[src/rtl/bp_cce_pkg.sv]
// ============================================================================
// Module      : bp_cce_pkg
// Description : Shared types for the CCE config loader: loader FSM states,
//               mode-register encoding and width helpers.
// Revision    : 1.0 - initial release
// ============================================================================
`default_nettype none

package bp_cce_pkg;

    typedef enum logic [2:0] {
        S_RESET     = 3'd0,
        S_WRITE     = 3'd1,
        S_READ_REQ  = 3'd2,
        S_READ_RESP = 3'd3,
        S_MODE      = 3'd4,
        S_NEXT      = 3'd5,
        S_DONE      = 3'd6,
        S_ERROR     = 3'd7
    } cce_state_e;

    typedef enum logic [0:0] {
        e_cce_mode_uncached = 1'b0,
        e_cce_mode_normal   = 1'b1
    } cce_mode_e;

    function automatic int ceil_div(input int num, input int den);
        return (num + den - 1) / den;
    endfunction

    // Counter width that stays legal when only one value is ever needed.
    function automatic int min_width(input int n);
        return (n > 1) ? $clog2(n) : 1;
    endfunction

endpackage

`default_nettype wire

[src/rtl/bp_cce_cfg_beat_slicer.sv]
// ============================================================================
// Module      : bp_cce_cfg_beat_slicer
// Description : Selects one config-link-wide beat of an instruction word,
//               zero-padding the final partial beat.
// Revision    : 1.0 - initial release
// ============================================================================
`default_nettype none

module bp_cce_cfg_beat_slicer
    import bp_cce_pkg::*;
#(
    parameter int inst_width_p = 48,
    parameter int data_width_p = 32,
    localparam int beats_lp    = ceil_div(inst_width_p, data_width_p),
    localparam int beat_w_lp   = min_width(beats_lp)
) (
    input  logic [inst_width_p-1:0] inst_i,
    input  logic [beat_w_lp-1:0]    beat_i,
    output logic [data_width_p-1:0] data_o
);

    logic [beats_lp*data_width_p-1:0] padded;

    always_comb begin
        padded                     = '0;
        padded[inst_width_p-1:0]   = inst_i;
        data_o                     = padded[beat_i*data_width_p +: data_width_p];
    end

endmodule

`default_nettype wire

[src/rtl/bp_cce_multi_cfg_loader.sv]
// ============================================================================
// Module      : bp_cce_multi_cfg_loader
// Description : Streams the boot ROM into each CCE's instruction RAM over the
//               config link, then switches each CCE to normal mode.
//               Optional readback verification: BP_CCE_CFG_READBACK_EN.
// Revision    : 1.0 - initial release
// ============================================================================
`default_nettype none

module bp_cce_multi_cfg_loader
    import bp_cce_pkg::*;
#(
    parameter int num_cce_p             = 2,
    parameter int inst_width_p          = 48,
    parameter int inst_ram_els_p        = 256,
    parameter int cfg_link_addr_width_p = 16,
    parameter int cfg_link_data_width_p = 32,
    parameter int mode_reg_addr_p       = 'h0000,
    localparam int beats_lp             = ceil_div(inst_width_p, cfg_link_data_width_p),
    localparam int inst_addr_width_lp   = $clog2(inst_ram_els_p)
) (
    input  logic                                       clk_i,
    input  logic                                       reset_i,
    output logic                                       freeze_o,
    output logic                                       done_o,
    output logic                                       error_o,
    output logic [inst_addr_width_lp-1:0]              boot_rom_addr_o,
    input  logic [inst_width_p-1:0]                    boot_rom_data_i,
    output logic [cfg_link_addr_width_p-2:0]           config_addr_o,
    output logic [cfg_link_data_width_p-1:0]           config_data_o,
    output logic                                       config_w_o,
    output logic [num_cce_p-1:0]                       config_v_o,
    input  logic [num_cce_p-1:0]                       config_ready_i,
    input  logic [num_cce_p*cfg_link_data_width_p-1:0] config_data_i,
    input  logic [num_cce_p-1:0]                       config_v_i,
    output logic [num_cce_p-1:0]                       config_ready_o
);

    localparam int beat_w_lp = min_width(beats_lp);
    localparam int cce_w_lp  = min_width(num_cce_p);
    localparam int addr_w_lp = cfg_link_addr_width_p - 1;

    cce_state_e                     state_q, state_d;
    logic [cce_w_lp-1:0]            cce_q, cce_d;
    logic [inst_addr_width_lp-1:0]  entry_q, entry_d, entry_nxt;
    logic [beat_w_lp-1:0]           beat_q, beat_d, beat_nxt;
    logic [cfg_link_data_width_p-1:0] beat_data;
    logic [addr_w_lp-1:0]           data_addr;
    logic [num_cce_p-1:0]           cce_sel;
    logic                           last_beat, last_entry, req_xfer;

    bp_cce_cfg_beat_slicer #(
        .inst_width_p (inst_width_p),
        .data_width_p (cfg_link_data_width_p)
    ) u_beat_slicer (
        .inst_i (boot_rom_data_i),
        .beat_i (beat_q),
        .data_o (beat_data)
    );

    assign boot_rom_addr_o = entry_q;
    assign cce_sel         = num_cce_p'(1) << cce_q;
    assign data_addr       = addr_w_lp'(entry_q) * addr_w_lp'(beats_lp) + addr_w_lp'(beat_q);
    assign last_beat       = (beat_q == beat_w_lp'(beats_lp - 1));
    assign last_entry      = (entry_q == inst_addr_width_lp'(inst_ram_els_p - 1));
    // Valid comes only from state, so ready never reaches valid combinationally.
    assign req_xfer        = |(config_v_o & config_ready_i);

    // Entry-major, beat-minor walk that wraps to zero after the final beat.
    always_comb begin
        beat_nxt  = last_beat ? '0 : beat_q + 1'b1;
        entry_nxt = entry_q;
        if (last_beat) begin
            entry_nxt = last_entry ? '0 : entry_q + 1'b1;
        end
    end

`ifdef BP_CCE_CFG_READBACK_EN
    logic [cfg_link_data_width_p-1:0] rsp_data;
    assign rsp_data = config_data_i[cce_q*cfg_link_data_width_p +: cfg_link_data_width_p];
`else
    logic unused_rsp;
    assign unused_rsp = ^{config_data_i, config_v_i};
`endif

    always_comb begin
        state_d        = state_q;
        cce_d          = cce_q;
        entry_d        = entry_q;
        beat_d         = beat_q;
        config_v_o     = '0;
        config_w_o     = 1'b0;
        config_addr_o  = data_addr;
        config_data_o  = '0;
        config_ready_o = '0;
        freeze_o       = 1'b1;
        done_o         = 1'b0;
        error_o        = 1'b0;
        case (state_q)
            S_RESET: state_d = S_WRITE;
            S_WRITE: begin
                config_v_o    = cce_sel;
                config_w_o    = 1'b1;
                config_data_o = beat_data;
                if (req_xfer) begin
                    beat_d  = beat_nxt;
                    entry_d = entry_nxt;
                    if (last_beat && last_entry) begin
`ifdef BP_CCE_CFG_READBACK_EN
                        state_d = S_READ_REQ;
`else
                        state_d = S_MODE;
`endif
                    end
                end
            end
`ifdef BP_CCE_CFG_READBACK_EN
            S_READ_REQ: begin
                config_v_o = cce_sel;
                if (req_xfer) begin
                    state_d = S_READ_RESP;
                end
            end
            S_READ_RESP: begin
                config_ready_o = cce_sel;
                if (config_v_i[cce_q]) begin
                    if (rsp_data != beat_data) begin
                        state_d = S_ERROR;
                    end else begin
                        beat_d  = beat_nxt;
                        entry_d = entry_nxt;
                        state_d = (last_beat && last_entry) ? S_MODE : S_READ_REQ;
                    end
                end
            end
            S_ERROR: error_o = 1'b1;
`endif
            S_MODE: begin
                config_v_o    = cce_sel;
                config_w_o    = 1'b1;
                config_addr_o = addr_w_lp'(mode_reg_addr_p);
                config_data_o = cfg_link_data_width_p'(e_cce_mode_normal);
                if (req_xfer) begin
                    state_d = S_NEXT;
                end
            end
            S_NEXT: begin
                if (cce_q == cce_w_lp'(num_cce_p - 1)) begin
                    state_d = S_DONE;
                end else begin
                    cce_d   = cce_q + 1'b1;
                    state_d = S_WRITE;
                end
            end
            S_DONE: begin
                freeze_o = 1'b0;
                done_o   = 1'b1;
            end
            default: state_d = state_q;
        endcase
    end

    always_ff @(posedge clk_i or posedge reset_i) begin
        if (reset_i) begin
            state_q <= S_RESET;
            cce_q   <= '0;
            entry_q <= '0;
            beat_q  <= '0;
        end else begin
            state_q <= state_d;
            cce_q   <= cce_d;
            entry_q <= entry_d;
            beat_q  <= beat_d;
        end
    end

endmodule

`default_nettype wire

[config.mk]
export PLATFORM = sky130hd
export DESIGN_NAME = bp_cce_multi_cfg_loader
export DESIGN_NICKNAME = d
export VERILOG_FILES = /design/src/rtl/bp_cce_pkg.sv /design/src/rtl/bp_cce_cfg_beat_slicer.sv /design/src/rtl/bp_cce_multi_cfg_loader.sv
export SDC_FILE = /design/constraint.sdc
export NUM_CORES = 1
export LEC_CHECK = 0
export BUFFER_PORTS_ARGS = -buffer_cell sky130_fd_sc_hd__buf_4
export CAP_MARGIN = 20
export CORE_UTILIZATION = 27
export CTS_CLUSTER_DIAMETER = 200
export DETAILED_ROUTE_END_ITERATION = 8
export PLACE_DENSITY = 0.85
export SYNTH_ARGS = -nofsm -noshare
export SYNTH_HDL_FRONTEND = slang
export SYNTH_SLANG_ARGS = --single-unit
[constraint.sdc]
create_clock -name clk_i -period 1.4 [get_ports clk_i]
set_input_delay 0.07 -clock clk_i [delete_from_list [all_inputs] [get_ports clk_i]]
set_output_delay 0.07 -clock clk_i [all_outputs]
set_load 0.02 [all_outputs]
==> flow_summary.yaml <==
synth:
  synth_top_family_by_area: "simple AND/OR/NAND/NOR gates"
  syn-cell-area_sq_um: 1250
  synthAdderAreaFrac_pct: 1.00
  ys.flop_type: "dfrtp_1"
  synth_cell_type_count: 35
  async_flop_share_pct: 100
  synth_cells: 154
  synthXorXnorAreaFrac_pct: 3.51
  ys_seq_area_share_pct: 26.1
  synth_top_area_cell: "dfrtp_1"
  synth.top_cells.by_area: "dfrtp_1 26%, mux2i_1 14%, and2_1 9.0%, buf_4 6.6%, nor2_1 5.7%"
  synth_simple_gate_area_share_pct: 35.1
  synth-compound-area-share_pct: 9.64
  yosys_warnings: 0
  synth-seq-cells: 13
  synth_top_area_share_pct: 26.1
  synth-edff-count: 0
  avgSynthCellArea_sq_um: 8.09
  synth.area.mux_share_pct: 14.6
floorplanning:
  die_w_microns: 69.9
  fp.coreArea_sq_um: 4380
  io_pins: 181
  rows: 24
  die_h_microns: 69.9
  dieArea_sq_um: 4890
  start_util_pct: 28.4
setup_path:
  crit_fanout: 8
  critPathKind: "reg2out"
  crit_arrival_ns: 1.52
  crit_path_start_kind: "flop"
  max_stage_delay_ns: 0.41
  crit_slowest_cell: "dfrtp_1"
  r2r-end: "boot_rom_addr_o[5]"
  rr_worst_depth: 6
  crit_path_frequent_cell: "buf_6"
  ff2ff_setup_slack_ns: -0.14
  crit_start: "state_q[1]"
  crit_end: "config_data_o[30]"
  cp-end-kind: "output port"
  path_cells: "and2b_2 > nand2b_4 > nor2_4 > buf_6 > and2_4 > buf_6"
  r2r_start: "state_q[1]"
  cp.required_ns: 1.33
layout:
  synthToLayoutAreaGrowth_pct: 115
  drive_gt1_share_pct: 68.3
  final_cell_area_sq_um: 2690
  fillers: 363
  layout.nets: 404
  n_antenna_cell: 0
global_route:
  grt_pass1_vias: 1525
  grtUsageTotal_pct: 17.2
  grt_pass1_wl_mm: 6.79
  grt_antenna_before_repair: 0
  grt_overflow: 0
  grt_max_degree: 19
drt:
  drc: 0
  routed_via_density: 4.74
  wl_per_cell_microns: 13.6
  dr.first_iter.drc_count: 132
  vias: 1594
  drtPass1Iterations: 4
  detail-route-antenna-nets: 0
  finalWirelength_mm: 4.57
placed_design:
  port_buffers: 105
  detailed_place.area_sq_um: 2280
  dp_hpwl_mm: 3.14
  place_congestion: 0.817
cts:
  clock-sinks: 13
  clk_pin_slew_ns: 0.06
  numCtsBuffers: 3
  cts_root_buf: "clkbuf_8"
  h-tree-depth: 1
  cts_tree: "built"
  cts_max_path_buffers: 2
  worstSkewPairLatency_ns: 0.25
outcome:
  violations: "negative setup slack"
  outcome: "finished with violations"
timing:
  hold_slack_ns: 0.259
  fmax_mhz: 629
  fin_setup_tns_ns: -5.97
  tightestPinTransition_ns: 0.517
  setup_violations: 50
  slew_viol_final: 0
  slew_headroom_pct: 65.5
  hold_viol_final: 0
  period_needed_ns: 1.59
  finalWorstSetupSlack_ns: -0.190
  rsz0062_at_grt: "yes"
  skew_ns: 0.000984
  post-route-period-util_pct: 114
pwr:
  p_per_area_nw_per_um2: 1270
  p_leak_nw: 1.33
  peakVddDrop_v: 0.000601
min_path:
  hp-class: "in2reg"
flow_run:
  max_cap_viol_count: 0
-- cell families (layout without fill, tap and decap cells) --
logic type               after synthesis  in the layout
XOR/XNOR                               5              5
AND/OR/NAND/NOR                       78             78
other                                  1              9
multiplexers                          18             18
buffers and inverters                 20            142
flip-flops                            13             13
adder cells (fa/ha/maj)                1              1
AO/OA/AOI/OAI                         18             18
-- worst min path at each step --
stage / cells after the start / slack, ns / start / to
2_1_floorplan: 1 / -0.05 / reset_i / beat_q
3_3_place_gp: 2 / 0.12 / reset_i / state_q[1]
3_5_place_dp: 2 / 0.13 / reset_i / state_q[1]
4_1_cts: 4 / 0.24 / config_ready_i[1] / state_q[0]
5_1_grt: 4 / 0.28 / config_ready_i[1] / state_q[0]
6_report: 4 / 0.26 / config_ready_i[1] / state_q[0]
-- flip-flops by register name, summed over array words and instances, names as in the netlist --
register         flops
state_q              3
cce_q                1
boot_rom_addr_o      8
beat_q               1
-- layout make-up --
| type | instances | area, sq um | area share (%) |
|---|---|---|---|
| clock buffers | 4 | 45.0 | 1.68 |
| inverters | 2 | 7.51 | 0.280 |
| multi-input cells | 129 | 1060 | 39.5 |
| flip-flops and latches | 13 | 332 | 12.3 |
| well taps | 52 | 65.1 | 2.42 |
| repair buffers | 136 | 1180 | 43.8 |
-- Yosys cell counts (3+ instances only) --
cell and count:
nor2_1 19, and2_1 18, mux2i_1 17, dfrtp_1 13, buf_4 11, nor2b_1 11, nand2_1 8, nand2b_1 6
o21ai_0 6, buf_2 4, xnor2_1 4, nand4_1 3, nor3_1 3, o31ai_1 3
-- cells in the final DEF, fill, tap and decap left out, types with 2 or more instances in the layout --
cell and n:
nor2_1 8, and2_4 16, o31ai_2 2, o21ai_0 3, mux2i_1 15, nand2b_1 5, a31o_2 2, nor2b_4 2
buf_12 2, nand3_1 2, nand4_1 3, nand2_1 6, nor2_4 11, dfrtp_1 8, nand2_2 2, clkbuf_8 3
and2_1 2, xnor2_1 3, conb_1 9, and3_1 2, dfrtp_2 5, a21o_1 2, buf_6 34, o21ai_1 2
nor2b_1 9, buf_4 99
-- per-stage QoR --
stage | setup WS, ns | total power [mW] | cells | utilization, %
final | -0.190 | 3.40 | 336 | 61.2
after global routing | -0.240 | 3.58 | 336 | 61.2
after CTS | -0.170 | 3.28 | 335 | 59.7
after detailed placement | -0.0914 | 2.63 | 320 | 52.1
after global placement | -0.0472 | 2.59 | 320 | 52.1
after floorplan | -0.0253 | 1.85 | 162 | -
-- where the power goes --
group	switching, mW	internal (mW)
logic	1.18	1.28
registers	0.111	0.479
clock network	0.150	0.202
-- metal layers --
layer	GRT usage (%)	share of wire [%]
met5	0	0
met4	4.89	0.68
met3	2.74	5.5
met2	33.2	56
met1	19.0	38
-- worst max-delay path, delay by kind of cell, from the launching register on --
| family | cells | cell delay, ns |
|---|---|---|
| DFF | 1 | 0.41 |
| and+or+nand+nor | 4 | 0.61 |
| buffers and inverters | 2 | 0.25 |
-- repair_timing --
| item | CTS | global route |
|---|---|---|
| gates resized for setup | 65 | 15 |
| endpoints found under the hold margin | 13 | 0 |
| gates cloned | 1 | 0 |
| hold buffers | 1 | 0 |
| setup buffers | 9 | 3 |
| setup endpoints to repair | 51 | 56 |
| pin swaps | 21 | 8 |
(Power assumes the default switching activity.)
